==> config.mk <==
export PLATFORM = sky130hd
export DESIGN_NAME = latch_exerciser
export DESIGN_NICKNAME = d
export VERILOG_FILES = /design/src/rtl/latch_exerciser_pkg.sv /design/src/rtl/latch_exerciser_pattern.sv /design/src/rtl/latch_exerciser.sv
export SDC_FILE = /design/constraint.sdc
export NUM_CORES = 1
export LEC_CHECK = 0
export ABC_AREA = 1
export BUFFER_PORTS_ARGS = -buffer_cell sky130_fd_sc_hd__buf_4
export CORE_ASPECT_RATIO = 1.5
export CORE_MARGIN = 5
export CORE_UTILIZATION = 51
export CTS_CLUSTER_SIZE = 8
export DETAILED_ROUTE_END_ITERATION = 16
export PLACE_DENSITY = 0.76
export SLEW_MARGIN = 10
export SYNTH_ARGS = -nofsm -noshare
export SYNTH_HDL_FRONTEND = slang
export SYNTH_SLANG_ARGS = --single-unit
export TNS_END_PERCENT = 10
==> constraint.sdc <==
create_clock -name clk -period 1.2 [get_ports clk]
set_input_delay 0.06 -clock clk [delete_from_list [all_inputs] [get_ports clk]]
set_output_delay 0.06 -clock clk [all_outputs]
set_load 0.02 [all_outputs]
==> src/rtl/latch_exerciser_pkg.sv <==
// latch_exerciser_pkg: FSM state type, fixed (en,d) pattern table and LFSR constants shared by latch_exerciser
package latch_exerciser_pkg;
  typedef enum logic [1:0] {IDLE, RUN, FIN} state_t;
  localparam logic [0:15][1:0] PATTERN = {
    2'b10, 2'b00, 2'b11, 2'b01, 2'b10, 2'b01, 2'b11, 2'b01,
    2'b10, 2'b10, 2'b01, 2'b10, 2'b00, 2'b11, 2'b01, 2'b11
  };
  localparam logic [7:0] LFSR_SEED = 8'hA5;
  localparam logic [7:0] LFSR_TAPS = 8'hB8;
endpackage

==> src/rtl/latch_exerciser_pattern.sv <==
// latch_exerciser_pattern: (en,d) source, fixed ROM or 8-bit LFSR when LATCH_EXERCISER_LFSR_EN is defined; ports clk, rst_n, load (restart), step (next phase) -> en, d
module latch_exerciser_pattern
  import latch_exerciser_pkg::*;
(
  input  logic clk,
  input  logic rst_n,
  input  logic load,
  input  logic step,
  output logic en,
  output logic d
);
`ifdef LATCH_EXERCISER_LFSR_EN
  logic [7:0] lfsr;
  always_ff @(posedge clk or negedge rst_n)
    if (!rst_n) lfsr <= LFSR_SEED;
    else lfsr <= load ? LFSR_SEED : step ? {lfsr[6:0], ^(lfsr & LFSR_TAPS)} : lfsr;
  assign en = lfsr[0];
  assign d  = lfsr[1];
`else
  logic [3:0] idx;
  always_ff @(posedge clk or negedge rst_n)
    if (!rst_n) idx <= '0;
    else idx <= load ? '0 : step ? idx + 4'd1 : idx;
  assign en = PATTERN[idx][1];
  assign d  = PATTERN[idx][0];
`endif
endmodule

==> src/rtl/latch_exerciser.sv <==
// latch_exerciser: drives a D latch through (en,d) phases and counts lat_q mismatches; ports clk, rst_n, start -> busy, done, pass, err_cnt, phase_idx, lat_en, lat_d; lat_q in; LATCH_EXERCISER_LFSR_EN selects the LFSR pattern
module latch_exerciser
  import latch_exerciser_pkg::*;
#(
  parameter int PHASE_CYCLES = 4,
  parameter int SETTLE       = 2,
  parameter int NUM_PHASES   = 16,
  parameter int ERR_W        = 8,
  localparam int PW = NUM_PHASES > 1 ? $clog2(NUM_PHASES) : 1,
  localparam int CW = $clog2(PHASE_CYCLES)
) (
  input  logic             clk,
  input  logic             rst_n,
  input  logic             start,
  output logic             busy,
  output logic             done,
  output logic             pass,
  output logic [ERR_W-1:0] err_cnt,
  output logic [PW-1:0]    phase_idx,
  output logic             lat_en,
  output logic             lat_d,
  input  logic             lat_q
);
  state_t state, next_state;
  logic [CW-1:0] cnt;
  logic exp_q, exp_valid, pat_en, pat_d;
  logic go, last_cyc, last_phase, new_phase, mismatch;
  assign go         = state == IDLE && start;
  assign last_cyc   = state == RUN && cnt == CW'(PHASE_CYCLES - 1);
  assign last_phase = phase_idx == PW'(NUM_PHASES - 1);
  assign new_phase  = go || (last_cyc && !last_phase);
  assign mismatch   = state == RUN && cnt == CW'(SETTLE) && exp_valid && lat_q != exp_q;
  // step one cycle early so the next phase's values are ready when the phase register loads
  latch_exerciser_pattern u_pattern (
    .clk  (clk),
    .rst_n(rst_n),
    .load (state != RUN),
    .step (state == RUN && cnt == CW'(PHASE_CYCLES - 2)),
    .en   (pat_en),
    .d    (pat_d)
  );
  always_comb begin
    next_state = state;
    next_state = go ? RUN : (last_cyc && last_phase) ? FIN : state == FIN ? IDLE : state;
  end
  always_ff @(posedge clk or negedge rst_n)
    if (!rst_n) state <= IDLE;
    else state <= next_state;
  always_ff @(posedge clk or negedge rst_n)
    if (!rst_n) begin
      cnt       <= '0;
      phase_idx <= '0;
      exp_q     <= 1'b0;
      exp_valid <= 1'b0;
      err_cnt   <= '0;
      busy      <= 1'b0;
      done      <= 1'b0;
      pass      <= 1'b0;
      lat_en    <= 1'b0;
      lat_d     <= 1'b0;
    end else begin
      cnt       <= (go || last_cyc) ? '0 : state == RUN ? cnt + CW'(1) : cnt;
      phase_idx <= go ? '0 : new_phase ? phase_idx + PW'(1) : phase_idx;
      exp_q     <= (new_phase && pat_en) ? pat_d : go ? 1'b0 : exp_q;
      exp_valid <= (new_phase && pat_en) || (!go && exp_valid);
      err_cnt   <= go ? '0 : (mismatch && !(&err_cnt)) ? err_cnt + ERR_W'(1) : err_cnt;
      busy      <= next_state == RUN;
      done      <= state == FIN;
      pass      <= go ? 1'b0 : state == FIN ? err_cnt == '0 : pass;
      lat_en    <= next_state != RUN ? 1'b0 : new_phase ? pat_en : lat_en;
      lat_d     <= next_state != RUN ? 1'b0 : new_phase ? pat_d : lat_d;
    end
endmodule

==> out/summary.txt, run 1 <==
============================================================================
Run status                                                      complete, but fails checks
Violations in the final reports                                 negative setup slack
Proportion of power drawn by combinational gates                       20.5%
Core area                                                        0.00294 mm²
IR Drop Worst-Case VDD                                              0.704 mV
Maximum buffer depth of the clock tree                                     2
Initial antenna violation count                                            0
Number of setup buffers added after CTS                                    0
Net count after synthesis                                                215
Largest net degree at the start of global routing                         28
Reg clk slew, reported paths                                         0.09 ns
Clock buffers created by TritonCTS                                         3
Via/cell ratio                                                          5.12
Yosys warnings                                                             0
Lkg Pwr                                                              1.10 nW
Worst Reg2Reg Path Length in Cells                                         8
Most common cell on crit path                                         nor2_4
Detailed-route via count                                                1470
Port Buffer Count                                                         20
Top library cells by usage in the layout, fill and taps aside   nand2_1, buf_4, dfrtp_1
Part of the cycle the worst path needs                                  107%
Global-route wire length before repair                               6.29 mm
Design internal power                                                1.37 mW
Source of the worst register-to-register timing path                  cnt[0]
Die Outline Area                                                 0.00431 mm²
Total detailed-routing wirelength                                    3.60 mm
Antenna cell count                                                         0
Die Span X                                                           55.3 µm
Iteration-0 DRC Markers                                                   24
Worst-case headroom to the max-slew limit                              76.9%
Endpoint kind of the worst setup timing path                        register
Min-delay src                                                          start
Critical path cell sequence                                     inv_1 > ha_2 > inv_2 > nor2_4 > nand3b_1 > nor2_4 > nand3_1 > nand2_1
Summed instance area of the synthesized netlist                  0.00157 mm²
Launch point of the critical path                                     cnt[0]
Wire per inst                                                        12.5 µm
Congestion Overflow GR                                                     0
Cells after synthesis                                                    202
Setup repair after global routing missed its margin                      yes
Clock insertion delay at the later pin of the skew report            0.27 ns
Area of combinational cells with multiple inputs                     887 µm²
Element type at the critical path start                             register
Fmax                                                                 780 MHz
Worst clock skew                                                  0.00158 ns
Count of different cell masters after synthesis                           26
I/O pins                                                                  21
Fraction of power spent switching nets                                 29.2%
Number of maximum-capacitance constraint violations                        0
Area after DPL                                                   0.00198 mm²
Initial core utilization                                               53.4%
Overall Power                                                        1.94 mW
Sum of net half-perimeters after detailed placement                  2.74 mm
Required time at the endpoint of the critical path                   1.42 ns
Transition at the pin with the smallest max-transition slack        0.346 ns
Level count of the clock H-tree                                            1
TritonCTS Sinks                                                           27
Sequential Power Share                                                 52.4%
Number of global-route vias before repair                               1485
Number of fill cells                                                     233
Router iterations before antenna repair                                    4
Storage element area                                                 683 µm²
Clock tree from TritonCTS                                              built
Remaining antenna violation count                                          0
Crit path arrival time                                               1.50 ns
Clock root buffer master                                            clkbuf_8
Remaining DRCs                                                             0
Yosys reg bits                                                            27
HP Class                                                              in2reg
Net load switching power                                            0.566 mW
Slowest cell delay on critical path                                  0.41 ns
Total routing usage reported by global routing                         17.8%
Highest net fanout along the worst path                                    4
Slowest cell on the critical path                                    dfrtp_1
Seq/Total Area, Yosys                                                  43.0%
Pins Over Slew Limit                                                       0
Critical path class                                                  reg2reg
Shortest period the worst path allows                                1.28 ns
Number of standard-cell rows in the floorplan                             24
Height of the chip                                                   78.0 µm
Area growth, synth to finish                                           33.9%
Share of cells above drive strength 1                                  34.3%
Hold path cells                                                            4
Clock group share of total power                                       27.1%
Post-Layout Inst Area                                            0.00210 mm²
Pwr per Cell Area                                                 922 mW/mm²
Post-Syn Area per Cell                                              7.77 µm²
Hold Vio Cnt, Final                                                        0
Setup slack of the critical path after layout                     -0.0816 ns
Commonest non-fill, non-tap cell in the layout                       nand2_1
RD Place Congestion                                                    0.833
Final layout net count                                                   262
Number of setup violations in the final report                            10
============================================================================
-- path summary, 6_finish.rpt --
check                        endpoint  slack [ns]
min in group asynchronous  err_cnt[0]        0.22
hold reg to reg             exp_valid        0.53
setup reg to reg           err_cnt[0]       -0.08
hold / removal                 cnt[0]        0.17
max in group asynchronous  err_cnt[5]        0.70
setup / recovery           err_cnt[0]       -0.08
-- logic make-up (layout without fill, tap and decap cells) --
family | after synthesis | after routing | synth area share (%)
adder cells (fa/ha/maj) | 9 | 9 | 7.17
flip-flops | 27 | 27 | 43.0
XOR/XNOR | 4 | 4 | 2.23
AND/OR/NAND/NOR | 112 | 112 | 33.1
AO/OA/AOI/OAI | 22 | 22 | 7.25
buffers and inverters | 28 | 74 | 7.17
-- power groups by stage --
stage	registers, mW	logic [mW]	clock network [mW]
floorplan	1.07	0.175	0
global placement	1.03	0.391	0
detailed placement	1.03	0.396	0
CTS	1.02	0.401	0.538
global route	1.02	0.435	0.575
finish	1.02	0.397	0.526
-- synthesized netlist by cell type --
master | n | share of area, %
o22ai_1 | 1 | 0.40
nor2_2 | 1 | 0.40
clkbuf_2 | 1 | 0.32
nand4_1 | 1 | 0.40
ha_1 | 9 | 7.2
o21ai_1 | 5 | 1.6
nand3_2 | 2 | 1.3
a21oi_1 | 5 | 1.6
dfrtp_1 | 27 | 43
inv_2 | 2 | 0.48
nand2_4 | 2 | 1.4
buf_2 | 2 | 0.64
nand3_1 | 21 | 6.7
nand2_2 | 1 | 0.40
o21bai_1 | 1 | 0.48
nor2_1 | 18 | 4.3
nand3b_1 | 1 | 0.48
nand2_1 | 58 | 14
nand3_4 | 1 | 1.1
buf_4 | 1 | 0.48
inv_1 | 22 | 5.3
nor4_1 | 1 | 0.40
xor2_1 | 4 | 2.2
nor3_1 | 3 | 0.96
nor2_4 | 2 | 1.4
o21ai_0 | 10 | 3.2
-- registers in the layout, summed over array words and instances, names as in the netlist --
register / cells
lat_en: 1
pass: 1
u_pattern.idx: 4
done: 1
err_cnt: 8
state: 2
lat_d: 1
exp_valid: 1
busy: 1
exp_q: 1
cnt: 2
phase_idx: 4
-- critical path, delay by kind of cell, from the launching register on --
kind / cells / cell delay [ns]
AND/OR/NAND/NOR: 5 / 0.49
flip-flops: 1 / 0.41
adder cells (fa/ha/maj): 1 / 0.20
buffers and inverters: 2 / 0.12
-- what timing repair did --
| action | 4_1_cts | 5_1_grt |
|---|---|---|
| cloned | 0 | 0 |
| hold buffers | 1 | 0 |
| gates resized for setup | 5 | 16 |
| hold endpoints to repair | 27 | 0 |
| setup endpoints to repair | 14 | 20 |
| pin swaps | 4 | 9 |
-- area by class of cell --
class / count / area share (%)
Tap cell: 39 / 2.32
Inverter: 24 / 4.28
Sequential cell: 27 / 32.5
Clock buffer: 3 / 1.96
Clock inverter: 1 / 0.238
Multi-Input combinational cell: 147 / 42.2
Timing Repair Buffer: 46 / 16.5
-- per-layer routing --
| layer | vias up | global-route usage [%] | routed length (µm) |
|---|---|---|---|
| met5 | - | 0 | 0 |
| met4 | 0 | 9.73 | 127 |
| met3 | 9 | 1.83 | 121 |
| met2 | 31 | 33.1 | 1920 |
| met1 | 691 | 19.5 | 1430 |
| li1 | 739 | - | - |
-- per-stage QoR --
step | instances | setup TNS, ns | setup WS, ns | utilization [%] | hold WS (ns)
after floorplan | 202 | -0.227 | -0.0363 | - | -0.236
after global placement | 282 | -0.198 | -0.0404 | 67.1 | -0.00252
after detailed placement | 282 | -0.466 | -0.0776 | 67.1 | 0.000320
after CTS | 287 | -0.350 | -0.0661 | 69.7 | 0.163
after global routing | 287 | -1.69 | -0.165 | 71.5 | 0.209
final | 287 | -0.396 | -0.0816 | 71.5 | 0.170
No activity file was read; power rests on OpenSTA's default activity.
==> run 2, diff against run 1 <==
- PLACE_DENSITY: 0.76 -> 0.73
- clock period: 1.2 -> 1.6 ns (I/O delays scaled with it)
==> run 2 against run 1 <==
Against the previous run:
- the flow now finishes without violations
- maximum frequency down 11%
- critical path depth unchanged
- first-iteration DRC count up 130%
- register-to-register slack better by 0.24 ns
- largest cell class unchanged
- highest routed layer unchanged
==> out/summary.txt, run 2 (synthesis results as in run 1) <==
============================================================================
Total routing usage reported by global routing                         15.7%
Part of the cycle the worst path needs                                 90.2%
Fmax                                                                 693 MHz
Number of global-route vias before repair                               1313
Via/cell ratio                                                          5.20
Clock insertion delay at the later pin of the skew report            0.27 ns
Height of the chip                                                   78.0 µm
Remaining DRCs                                                             0
Area growth, synth to finish                                           16.0%
Crit path arrival time                                               1.66 ns
Wire per inst                                                        12.5 µm
Critical path class                                                  reg2reg
Worst-case headroom to the max-slew limit                              77.0%
Worst R2R Setup Slack                                                0.16 ns
Number of fill cells                                                     283
Largest net degree at the start of global routing                         28
Antenna cell count                                                         0
Congestion Overflow GR                                                     0
Initial core utilization                                               53.4%
Core area                                                        0.00294 mm²
Commonest non-fill, non-tap cell in the layout                       nand2_1
Initial antenna violation count                                            0
TritonCTS Sinks                                                           27
Port Buffer Count                                                         20
Worst hold slack                                                    0.172 ns
Final layout net count                                                   239
Min-delay src                                                          start
Number of maximum-capacitance constraint violations                        0
Worst clock skew                                                  0.00160 ns
Number of standard-cell rows in the floorplan                             24
Number of setup violations in the final report                             0
Run status                                                      finished, final reports clean
RD Place Congestion                                                    0.877
Element type at the critical path start                             register
Reg clk slew, reported paths                                         0.09 ns
Register with the most flip-flops                                    err_cnt
Share of cells above drive strength 1                                  16.9%
I/O pins                                                                  21
Router iterations before antenna repair                                    4
IR Drop Worst-Case VDD                                              0.572 mV
Detailed-route via count                                                1374
Die Outline Area                                                 0.00431 mm²
Highest net fanout along the worst path                                    5
Max reg flops                                                              8
Fin Setup TNS                                                           0 ns
Lkg Pwr                                                             0.983 nW
Iteration-0 DRC Markers                                                   55
Global-route wire length before repair                               5.51 mm
Pins Over Slew Limit                                                       0
Transition at the pin with the smallest max-transition slack        0.345 ns
Clock tree from TritonCTS                                              built
Endpoint kind of the worst setup timing path                        register
Total detailed-routing wirelength                                    3.29 mm
Required time at the endpoint of the critical path                   1.81 ns
Hold Vio Cnt, Final                                                        0
Clock root buffer master                                            clkbuf_8
Setup repair after global routing missed its margin                       no
Die Span X                                                           55.3 µm
Remaining antenna violation count                                          0
Clock buffers created by TritonCTS                                         3
Maximum buffer depth of the clock tree                                     2
Endpoint, Worst Hold                                                  cnt[1]
Pwr per Cell Area                                                 756 mW/mm²
Worst Reg2Reg Path Length in Cells                                         8
Shortest period the worst path allows                                1.44 ns
HP Class                                                              in2reg
Hold path cells                                                            4
Sum of net half-perimeters after detailed placement                  2.51 mm
Source of the worst register-to-register timing path              err_cnt[0]
Level count of the clock H-tree                                            1
Top library cells by usage in the layout, fill and taps aside   nand2_1, dfrtp_1, inv_1, buf_4, nand3_1
Worst reg2reg path endpoint                                       err_cnt[0]
Top flop regs                                                   err_cnt x8, phase_idx x4, u_pattern.idx x4
============================================================================
[run 2: through the flow]
stage / util (%) / power, mW / instances / area [µm²] / worst slack [ns]
finish: 61.9 / 1.38 / 264 / 1820 / 0.157
global route: 61.9 / 1.44 / 264 / 1820 / 0.0214
CTS: 61.7 / 1.39 / 264 / 1820 / 0.0854
detailed placement: 59.9 / 1.01 / 259 / 1760 / 0.111
global placement: 59.9 / 1.00 / 259 / 1760 / 0.188
floorplan: - / 0.912 / 202 / 1570 / 0.216
[run 2: area by class of cell]
cell class                 instances  area, µm²  share of cell area [%]
multi-input combinational        147        787                    43.2
clock buffer                       4       45.0                    2.47
timing repair buffer              23        175                    9.62
inverter                          24       90.1                    4.95
tap                               39       48.8                    2.68
sequential                        27        676                    37.1
[run 2: worst max-delay path by stage]
| stage | start | endpoint |
|---|---|---|
| floorplan | err_cnt[1] | err_cnt[7] |
| CTS | cnt[0] | err_cnt[0] |
| detailed placement | cnt[0] | err_cnt[0] |
| global route | phase_idx[0] | exp_q |
| global placement | phase_idx[0] | exp_q |
| finish | err_cnt[0] | err_cnt[0] |
[run 2: per-layer routing]
metal  global-route usage (%)  wire [µm]  vias up
li1                         -          -      693
met1                     15.4       1310      644
met2                     31.4       1820       30
met3                     1.83        104        7
met4                     7.79         55        0
met5                        0          0        -
[run 2: worst max-delay path: stages (launching register included)]
cell     delay [ns]
dfrtp_1        0.43
ha_1           0.28
nand3_1        0.12
inv_1          0.05
nand2_1        0.11
inv_1          0.07
nor2_2         0.17
nand3_1        0.09
nand2_1        0.07
[run 2: report_power, final]
| group | total, mW | switching, mW | internal [mW] |
|---|---|---|---|
| sequential | 0.773 | 0.0616 | 0.712 |
| combinational | 0.221 | 0.126 | 0.0949 |
| clock | 0.382 | 0.204 | 0.178 |
| total | 1.38 | 0.392 | 0.985 |
[run 2: repair_timing]
| item | 4_1_cts | 5_1_grt |
|---|---|---|
| hold buffers | 1 | 0 |
| setup buffers | 0 | 0 |
| endpoints found under the hold margin | 27 | 0 |
| endpoints found under the setup margin | 0 | 4 |
| gates resized for setup | 0 | 2 |
